[config.mk]
export PLATFORM = sky130hd
export DESIGN_NAME = mul_div_seq
export DESIGN_NICKNAME = d
export VERILOG_FILES = /design/src/rtl/mul_div_seq.sv
export SDC_FILE = /design/constraint.sdc
export NUM_CORES = 1
export LEC_CHECK = 0
export BUFFER_PORTS_ARGS = -buffer_cell sky130_fd_sc_hd__clkbuf_2
export CORE_UTILIZATION = 44
export CTS_CLUSTER_DIAMETER = 50
export DETAILED_ROUTE_END_ITERATION = 7
export SLEW_MARGIN = 20
export SYNTH_ARGS = -nofsm -noshare
export SYNTH_HDL_FRONTEND = slang
export SYNTH_SLANG_ARGS = --single-unit
[constraint.sdc]
create_clock -name clk -period 4.06 [get_ports clk]
set_input_delay 0.812 -clock clk [delete_from_list [all_inputs] [get_ports clk]]
set_output_delay 0.812 -clock clk [all_outputs]
set_load 0.1 [all_outputs]
[src/rtl/mul_div_seq.sv]
// rtl/mul_div_seq.sv - sequential RISC-V M-extension multiply/divide unit
module mul_div_seq #(
  parameter int WIDTH = 32,
  parameter int CNT_W = $clog2(WIDTH)
) (
  input  logic             clk,
  input  logic             rst,
  input  logic             flush,
  input  logic             in_valid,
  output logic             in_ready,
  input  logic [2:0]       op,
  input  logic [WIDTH-1:0] in_a,
  input  logic [WIDTH-1:0] in_b,
  output logic             out_valid,
  input  logic             out_ready,
  output logic [WIDTH-1:0] result,
  output logic             busy
);

  localparam logic [1:0] S_IDLE = 2'd0;
  localparam logic [1:0] S_CALC = 2'd1;
  localparam logic [1:0] S_FIX  = 2'd2;
  localparam logic [1:0] S_DONE = 2'd3;

  localparam logic [WIDTH-1:0] MOST_NEG = {1'b1, {(WIDTH-1){1'b0}}};
  localparam logic [CNT_W-1:0] LAST_CNT = CNT_W'(WIDTH - 1);

  logic [1:0]         state;
  logic [CNT_W-1:0]   cnt;
  logic [2:0]         op_q;
  logic [2*WIDTH-1:0] sr;
  logic [WIDTH-1:0]   b_q;
  logic               neg_lo;
  logic               neg_hi;

  logic               sign_a, sign_b, a_neg, b_neg;
  logic [WIDTH-1:0]   a_mag, b_mag;
  logic               div_zero, div_ovf;
  logic [WIDTH-1:0]   early_res;
  logic [WIDTH:0]     mul_sum, div_shift, div_diff;
  logic [2*WIDTH-1:0] sr_next, prod_fix;
  logic [WIDTH-1:0]   quo_fix, rem_fix, fix_res;

  assign in_ready  = (state == S_IDLE) && !rst && !flush;
  assign out_valid = (state == S_DONE);
  assign busy      = (state == S_CALC) || (state == S_FIX);

  // Operand conditioning at accept: magnitudes, sign bookkeeping and the early-exit cases.
  always_comb begin
    sign_a    = (op == 3'b001) || (op == 3'b010) || (op == 3'b100) || (op == 3'b110);
    sign_b    = (op == 3'b001) || (op == 3'b100) || (op == 3'b110);
    a_neg     = sign_a && in_a[WIDTH-1];
    b_neg     = sign_b && in_b[WIDTH-1];
    a_mag     = a_neg ? -in_a : in_a;
    b_mag     = b_neg ? -in_b : in_b;
    div_zero  = op[2] && (in_b == '0);
    div_ovf   = op[2] && !op[0] && (in_a == MOST_NEG) && (in_b == '1);
    early_res = div_zero ? (op[1] ? in_a : '1) : (op[1] ? '0 : in_a);
  end

  // sr holds {accumulator, multiplier} for multiply and {remainder, dividend/quotient} for divide.
  always_comb begin
    mul_sum   = {1'b0, sr[2*WIDTH-1:WIDTH]} + (sr[0] ? {1'b0, b_q} : '0);
    div_shift = {sr[2*WIDTH-1:WIDTH], sr[WIDTH-1]};
    div_diff  = div_shift - {1'b0, b_q};
    if (!op_q[2])
      sr_next = {mul_sum, sr[WIDTH-1:1]};
    else if (!div_diff[WIDTH])
      sr_next = {div_diff[WIDTH-1:0], sr[WIDTH-2:0], 1'b1};
    else
      sr_next = {div_shift[WIDTH-1:0], sr[WIDTH-2:0], 1'b0};
  end

  always_comb begin
    prod_fix = neg_lo ? -sr : sr;
    quo_fix  = neg_lo ? -sr[WIDTH-1:0] : sr[WIDTH-1:0];
    rem_fix  = neg_hi ? -sr[2*WIDTH-1:WIDTH] : sr[2*WIDTH-1:WIDTH];
    if (op_q[2])
      fix_res = op_q[1] ? rem_fix : quo_fix;
    else
      fix_res = (op_q[1:0] == 2'b00) ? prod_fix[WIDTH-1:0] : prod_fix[2*WIDTH-1:WIDTH];
  end

  always_ff @(posedge clk) begin
    if (rst) begin
      state  <= S_IDLE;
      cnt    <= '0;
      sr     <= '0;
      result <= '0;
      op_q   <= '0;
      b_q    <= '0;
      neg_lo <= 1'b0;
      neg_hi <= 1'b0;
    end else if (flush) begin
      state <= S_IDLE;
    end else begin
      case (state)
        S_IDLE: begin
          if (in_valid) begin
            op_q   <= op;
            b_q    <= b_mag;
            sr     <= {{WIDTH{1'b0}}, a_mag};
            neg_lo <= a_neg ^ b_neg;
            neg_hi <= a_neg;
            cnt    <= '0;
            if (div_zero || div_ovf) begin
              result <= early_res;
              state  <= S_DONE;
            end else begin
              state  <= S_CALC;
            end
          end
        end
        S_CALC: begin
          sr  <= sr_next;
          cnt <= cnt + CNT_W'(1);
          if (cnt == LAST_CNT) state <= S_FIX;
        end
        S_FIX: begin
          result <= fix_res;
          state  <= S_DONE;
        end
        S_DONE: begin
          if (out_ready) state <= S_IDLE;
        end
        default: state <= S_IDLE;
      endcase
    end
  end

endmodule

### Word level (Yosys, flattened, before mapping)

Cells that the tools add are included.

| storage, ports and cells | value |
|---|---|
| bits in registers | 140 |
| logic and storage cells | 86 |
| input port bits | 72 |
| output and inout bits | 35 |

| operators by class | value |
|---|---|
| $add $sub $neg | 8 |
| eq/ne operators | 14 |
| bitwise gates (word level) | 2 |
| muxes and demuxes | 26 |
| reduce and logical (&&, ||, !) cells | 28 |

Operators by type and width:

| kind | count |
|---|---|
| two-way mux 32 bit | 13 |
| two-way mux 64 bit | 4 |
| negation 32 bit | 4 |
| one-hot mux 64 bit (2 select lines) | 1 |
| equality test 32 bit, second input constant | 2 |
| negation 64 bit | 1 |
| one-hot mux 32 bit (2 select lines) | 1 |
| adder 32 x 32 -> 33 bit | 1 |
| subtractor 33 x 32 -> 33 bit | 1 |
| zero test 32 bit | 1 |
| one-hot mux 5 bit (2 select lines) | 1 |
| AND reduction 3 bit | 3 |
| logical AND 1 bit | 8 |
| two-way mux 2 bit | 4 |
| one-hot mux 2 bit (4 select lines) | 1 |
| logical OR 1 bit | 7 |
| equality test 3 bit, second input constant | 2 |
| inequality test 2 x 1 -> 1 bit, second input constant | 3 |
| adder 5 x 1 -> 5 bit, second input constant | 1 |
| equality test 5 bit, second input constant | 1 |
| two-way mux 5 bit | 1 |
| equality test 2 bit, second input constant | 2 |
| zero test 2 bit | 2 |
| AND reduction 4 bit | 1 |
| other kinds (9) | 12 |

### Longest topological paths before layout

Gate-level depths: netlist (run 1).

| depth | value |
|---|---|
| depth in word-level cells | 8 |
| gate-level depth with buffers | 14 |
| mapped depth without buffers | 13 |

### Worst setup path after synthesis (run 1)

OpenSTA, ideal clock, no wires.

| path | value |
|---|---|
| path type | input port to output port |
| from | in rst |
| to | out in_ready |
| stages | 3 |
| setup slack | -36 ps |
| arrival time | 3284 ps |
| required time | 3248 ps |
| path buffers | 2 |
| cell sequence | clkbuf_1 clkbuf_1 nor3_1 |

| between the ends | value |
|---|---|
| longest elaborated chain between the ends | 3 |

Ends and longest elaborated chain:

| what | RTL line | source |
|---|---|---|
| from (decl) | 7 | `input logic rst,` |
| zero test 1 bit | 44 | `assign in_ready = (state == S_IDLE) && !rst && !flush;` |
| logical AND 1 bit (2 in a row) | 44 |  |
| to (decl) | 10 | `output logic in_ready,` |

No other way between the ends.

### Worst setup path in the final report (run 1)

| path | value |
|---|---|
| from | reg sr[31] |
| to | reg sr[38] |

| between the ends | value |
|---|---|
| longest elaborated chain between the ends | 4 |

Ends and longest elaborated chain:

| what | RTL line | source |
|---|---|---|
| from (decl) | 31 | `logic [2*WIDTH-1:0] sr;` |
| from (signal assigned) | 102 | `sr <= {{WIDTH{1'b0}}, a_mag};` |
| from (signal assigned) | 115 | `sr <= sr_next;` |
| subtractor 33 x 32 -> 33 bit | 65 | `div_diff = div_shift - {1'b0, b_q};` |
| two-way mux 64 bit | 68 | `else if (!div_diff[WIDTH])` |
| two-way mux 64 bit | 66 | `if (!op_q[2])` |
| one-hot mux 64 bit (2 select lines) | 97 | `case (state)` |

No other way between the ends.
A chain may end at the register's enable or synchronous reset.

==> impl_metrics.tcl, run 1 <==
set metrics [dict create \
    portBuffers 106 \
    mostFrequentLayoutCells "nand2_1 (236), nor2_1 (232), a21oi_1 (164)" \
    synth_top_area_share 0.193 \
    initial_core_util 0.447 \
    timing.fmax_ghz 0.259 \
    hp-class "reg -> reg" \
    synth_edf_count 0 \
    syn2layout_area_growth_pct 12.0 \
    antenna_found_initial 0 \
    slew_violations 0 \
    min-delay-start "result[25]$_SDFFE_PP0P_" \
    finalCritPeriodShare 0.950 \
    hold_viol 0 \
    synth_warnings 0 \
    syn_nets 2217 \
    post-place-ws_ns 0.0848 \
    reg2reg_from "sr[31]$_SDFFE_PP0P_" \
    route.vias.total 16060 \
    cts_tree "done" \
    synthTopCellsByArea "dfxtp_1 (19%), ha_1 (6.5%), nand2_1 (6.1%), nor2_1 (6.1%), a21oi_1 (5.7%)" \
    crit_required_ns 4.46 \
    clock-sinks 140 \
    grt.overflow.total 0 \
    wl_per_cell_um 21.6 \
    firstDrtPassIters 8 \
    grt_pass1_vias 14461 \
    fp.dieArea_um2 33700 \
    slew_headroom 0.309 \
    place_congestion 1.01 \
    powerDensity_nw_per_um2 293 \
    postSynthCellCount 2068 \
    grt_max_degree 74 \
    nets 2253 \
    clock_skew_ns 0.0111 \
    path_max_fanout 43 \
    total_power_w 0.00475 \
    drive_above_1_share 0.117 \
    crit_family "compound AO/OA/AOI/OAI gates" \
    dr.first_iter.drc_count 1830 \
    path_buf_inv 3 \
    clock_latency_ns 0.46 \
    p_leak_nw 6.46 \
    htree_levels 4 \
    totalWireLength_um 55200 \
    synth_area_um2 14500 \
    ys_seq_area_frac 0.193 \
    cts_root_buffer "clkbuf_16" \
    crit_type "reg -> reg" \
    synthArstFlopShare 0 \
    violations "design-rule violations" \
    antennaDiodeCount 0 \
    status "finished, violations left" \
    cp_cell_sequence "inv_1, ha_1, fa_1, nor2b_2, o31ai_1, a211oi_1, buf_4, nor4b_4, or4_1, o211ai_1, clkbuf_16, mux2_2, o21ai_0, a22o_1" \
    vias_per_cell 6.28 \
    cts_buffer_depth 2 \
    synth_top_area_cell "dfxtp_1" \
    cp_slowest_cell "or4_1" \
    numCtsBuffers 17 \
    post_cts_buffers 0 \
    worstPathArrival_ns 4.25 \
    layout_min_cycle_time_ns 3.86 \
    crit_path_max_incr_delay_ns 0.53 \
    core_area_um2 32500 \
    rsz0062_at_grt "false" \
    ant_nets 0 \
    dp_hpwl_um 42000 \
    crit_start "sr[31]$_SDFFE_PP0P_" \
    tightestPinTransition_ns 1.03 \
    ys_dominant_reg_cell "dfxtp_1" \
    finalSetupViolations 0 \
    maxCapViolCount 0 \
    drc 1 \
    ir_drop_v 0.000297 \
    clk_pin_slew_worst_paths_ns 0.06 \
    layout_commonest_cell "nand2_1" \
    rows 66 \
    avgSynthCellArea_um2 7.01 \
    die_w_um 184 \
    synth_cell_types 76 \
    start_kind "flip-flop" \
    grt_first_pass_wirelength_um 84600 \
    ys_ff_latch 140 \
    setup_tns_ns 0 \
    track_usage 0.325 \
    fp.dieH_um 184 \
    fin_ws_ns 0.203 \
    end_kind "flip-flop" \
    io_pins 107 \
]
[power by group]
part | leakage (nW) | internal, W | switching (W)
Clock | 0.310 | 0.00111 | 0.000673
Combinational | 5.01 | 0.000495 | 0.000946
Sequential | 1.14 | 0.00144 | 0.0000883
[cell families (layout without fill, tap and decap cells)]
kind of cell	Yosys count	count (layout)	synth area share
AND/OR/NAND/NOR	729	729	0.233
XOR/XNOR	184	184	0.111
adder cells (fa/ha/maj)	77	77	0.0675
AO/OA/AOI/OAI	655	655	0.294
multiplexers	59	59	0.0410
buffers and inverters	224	273	0.0601
flip-flops	140	140	0.193
[synthesized netlist by cell type, drive strengths merged, types with 8 or more instances]
cell type,count
nor3,48
a311oi,11
a221oi,10
o41ai,17
and3,15
nand4,23
or4,23
mux2i,56
o21a,18
xor2,91
or3,25
nor2,235
o31ai,37
clkbuf,130
or2,12
a22oi,11
a21o,26
nand2,236
o211ai,44
nor2b,9
inv,66
nand3,34
buf,28
a22o,8
nor4,26
o221ai,8
a21oi,164
a31oi,24
dfxtp,140
xnor2,93
nand2b,17
ha,75
a211oi,62
o21ai,149
[state kept, by name (all words and copies together), names as in the netlist]
register and flops:
op_q 3, cnt 5, sr 64, neg_hi 1
state 2, neg_lo 1, b_q 32, result 32
[cell type report]
type                            count  area [um2]
Timing Repair Buffer              175        1090
Tap cell                          442         553
Clock buffer                       19         443
Inverter                           66         248
Sequential cell                   140        2810
Fill cell                        3342       16200
Clock inverter                     13         213
Multi-Input combinational cell   1704       10900
[what timing repair did]
action                                  in CTS  in global routing
gates resized for setup                      0                  6
hold buffers                                 0                  0
endpoints found under the setup margin       0                  9
[through the flow]
| step | util | cells | hold WS, ns | cell area (um2) |
|---|---|---|---|---|
| after detailed placement | 0.479 | 2527 | 0.448 | 15500 |
| after CTS | 0.499 | 2559 | 0.457 | 16200 |
| final | 0.500 | 2559 | 0.462 | 16200 |
| after global routing | 0.500 | 2559 | 0.486 | 16200 |
| after floorplan | - | 2068 | 0.432 | 14500 |
| after global placement | 0.479 | 2527 | 0.451 | 15500 |
[final timing paths]
kind	endpoint	slack [ns]	cells past startpoint
setup / recovery	sr[38]$_SDFFE_PP0P_	0.20	14
hold / removal	result[25]$_SDFFE_PP0P_	0.46	2
setup reg to reg	sr[38]$_SDFFE_PP0P_	0.20	14
hold reg to reg	result[25]$_SDFFE_PP0P_	0.46	2
[worst min-delay path, stage by stage, from the launching register on]
cell     delay, ns
dfxtp_1       0.31
nand2_1       0.05
a21oi_1       0.05
[metal layers]
| layer | track usage | share of wire | up-vias | wire, um |
|---|---|---|---|---|
| li1 | - | - | 7611 | - |
| met1 | 0.475 | 0.46 | 7624 | 25400 |
| met2 | 0.487 | 0.43 | 748 | 23500 |
| met3 | 0.0628 | 0.097 | 77 | 5340 |
| met4 | 0.0757 | 0.018 | 0 | 973 |
| met5 | 0 | 0 | - | 0 |
(Power assumes the default switching activity.)
==> run 2, diff against run 1 <==
--- a/config.mk
+++ b/config.mk
@@ -5,9 +5,11 @@
 export SDC_FILE = /design/constraint.sdc
 export NUM_CORES = 1
 export LEC_CHECK = 0
+export ABC_AREA = 1
 export BUFFER_PORTS_ARGS = -buffer_cell sky130_fd_sc_hd__clkbuf_2
 export CORE_UTILIZATION = 44
 export CTS_CLUSTER_DIAMETER = 50
+export CTS_CLUSTER_SIZE = 25
 export DETAILED_ROUTE_END_ITERATION = 7
 export SLEW_MARGIN = 20
 export SYNTH_ARGS = -nofsm -noshare
==> impl_metrics.tcl, run 2 <==
set metrics [dict create \
    dr.first_iter.drc_count 2731 \
    hp-class "reg -> reg" \
    ys_dominant_reg_cell "dfxtp_1" \
    synth_top_area_share 0.228 \
    setup_tns_ns 0 \
    postLayoutCellArea_um2 19500 \
    max_flop_register "sr" \
    drive_above_1_share 0.0679 \
    place_congestion 1.03 \
    slew_violations 0 \
    cts-resized-gates 0 \
    synth_warnings 0 \
    clock_skew_ns 0.00846 \
    grt_first_pass_wirelength_um 122000 \
    hold_ws_ns 0.468 \
    layout_min_cycle_time_ns 3.29 \
    clk_pin_slew_worst_paths_ns 0.07 \
    wl_per_cell_um 20.1 \
    hold_viol 0 \
    cts_root_buffer "clkbuf_16" \
    die_w_um 203 \
    layout_commonest_cell "nand2_1" \
    tightestPinTransition_ns 1.06 \
    cts_tree "done" \
    syn2layout_area_growth_pct 9.55 \
    ctsHoldBuffers 0 \
    synth_cell_types 44 \
    placed_cell_area_um2 18900 \
    synth.most_common_cell "nand2_1" \
    drc 0 \
    avgSynthCellArea_um2 5.22 \
    finalSetupViolations 0 \
    synthArstFlopShare 0 \
    grt_pass1_vias 20398 \
    fin_ws_ns 0.768 \
    fp.dieH_um 203 \
    antennaDiodeCount 0 \
    largestRegisters "sr x64, b_q x32, result x32" \
    dp_hpwl_um 63100 \
    min_path_cells 2 \
    maxCapViolCount 0 \
    finalCritPeriodShare 0.811 \
    clock-sinks 140 \
    postSynthCellCount 3406 \
    mostFrequentLayoutCells "nand2_1 (1080), inv_1 (467), nor2_1 (406)" \
    synthTopCellsByArea "nand2_1 (23%), dfxtp_1 (16%), inv_1 (9.9%), nor2_1 (8.6%), nand3_1 (8.4%)" \
    cts_buffer_depth 2 \
    rows 73 \
    totalWireLength_um 80000 \
    post_cts_buffers 0 \
    portBuffers 106 \
    crit_type "reg -> reg" \
    path_max_fanout 16 \
    route.vias.total 22742 \
    slew_headroom 0.292 \
    ant_nets 0 \
    synth_edf_count 0 \
    end_kind "flip-flop" \
    io_pins 107 \
    antenna_found_initial 0 \
    ir_drop_v 0.000295 \
    core_area_um2 39800 \
    grt.overflow.total 0 \
    vias_per_cell 5.70 \
    clock_latency_ns 0.48 \
    ys_seq_area_frac 0.158 \
    worstRegToRegCells 17 \
    largest_reg_flops 64 \
    post-place-ws_ns 0.835 \
    start_kind "flip-flop" \
    firstDrtPassIters 7 \
    nets 3599 \
    syn_nets 3555 \
    synth_common_cells "nand2_1 (1080), inv_1 (469), nor2_1 (408)" \
    synth_area_um2 17800 \
    p_leak_nw 10.2 \
    numCtsBuffers 17 \
    worstPathArrival_ns 3.61 \
    htree_levels 4 \
    powerDensity_nw_per_um2 264 \
    track_usage 0.388 \
    rsz0062_at_grt "false" \
    ys_ff_latch 140 \
    fp.dieArea_um2 41200 \
    synth_top_area_cell "nand2_1" \
    crit_required_ns 4.38 \
    timing.fmax_ghz 0.304 \
    initial_core_util 0.447 \
    status "complete, no violations" \
    grt_max_degree 78 \
]
## run 2: path summary, 6_finish.rpt
check | from | to | slack [ns]
max | sr[0]$_SDFFE_PP0P_ | sr[54]$_SDFFE_PP0P_ | 0.77
min | result[26]$_SDFFE_PP0P_ | result[26]$_SDFFE_PP0P_ | 0.47
max reg2reg | sr[0]$_SDFFE_PP0P_ | sr[54]$_SDFFE_PP0P_ | 0.77
min reg2reg | result[26]$_SDFFE_PP0P_ | result[26]$_SDFFE_PP0P_ | 0.47
## run 2: through the flow
step	utilization	cells	total power (W)
final	0.489	3988	0.00514
after detailed placement	0.474	3956	0.00343
after global routing	0.489	3988	0.00539
after CTS	0.489	3988	0.00508
after floorplan	-	3406	0.00279
after global placement	0.474	3956	0.00342
## run 2: where the power goes
part           switching (W)  internal (W)
clock network       0.000754      0.000908
logic                0.00136      0.000542
registers           0.000129       0.00144
total                0.00225       0.00289
## run 2: final cells by class
cell class,instances,area [um2]
Clock buffer,20,467
Timing Repair Buffer,165,986
Sequential cell,140,2810
Inverter,475,1780
Clock inverter,12,125
Multi-Input combinational cell,2651,12700
Tap cell,525,657
Fill cell,4532,20300
## run 2: worst max-delay path: stages (launching register included)
cell     delay (ns)
dfxtp_1        0.66
buf_4          0.26
buf_4          0.24
nand2_1        0.08
inv_1          0.10
ha_1           0.29
a21oi_1        0.30
o21ai_0        0.22
a21oi_1        0.16
nand2_1        0.22
nand2_1        0.15
nand2_1        0.06
nand2_1        0.05
nand3_1        0.09
nand2_1        0.08
inv_1          0.05
nand2_1        0.05
a21oi_1        0.06
## run 2: cells by family after synthesis
| group | count (synthesis) | share of synthesized area |
|---|---|---|
| simple gates | 1922 | 0.446 |
| buf+inv | 615 | 0.132 |
| compound gates | 580 | 0.174 |
| flops | 140 | 0.158 |
| fa+ha+maj | 77 | 0.0550 |
| xor+xnor | 72 | 0.0355 |
## run 2: layer usage
metal	GRT usage	up-vias	wire, um
met5	0	-	0
met4	0.106	0	1870
met3	0.0896	133	9350
met2	0.549	1222	32100
met1	0.578	10362	36700
li1	-	11025	-
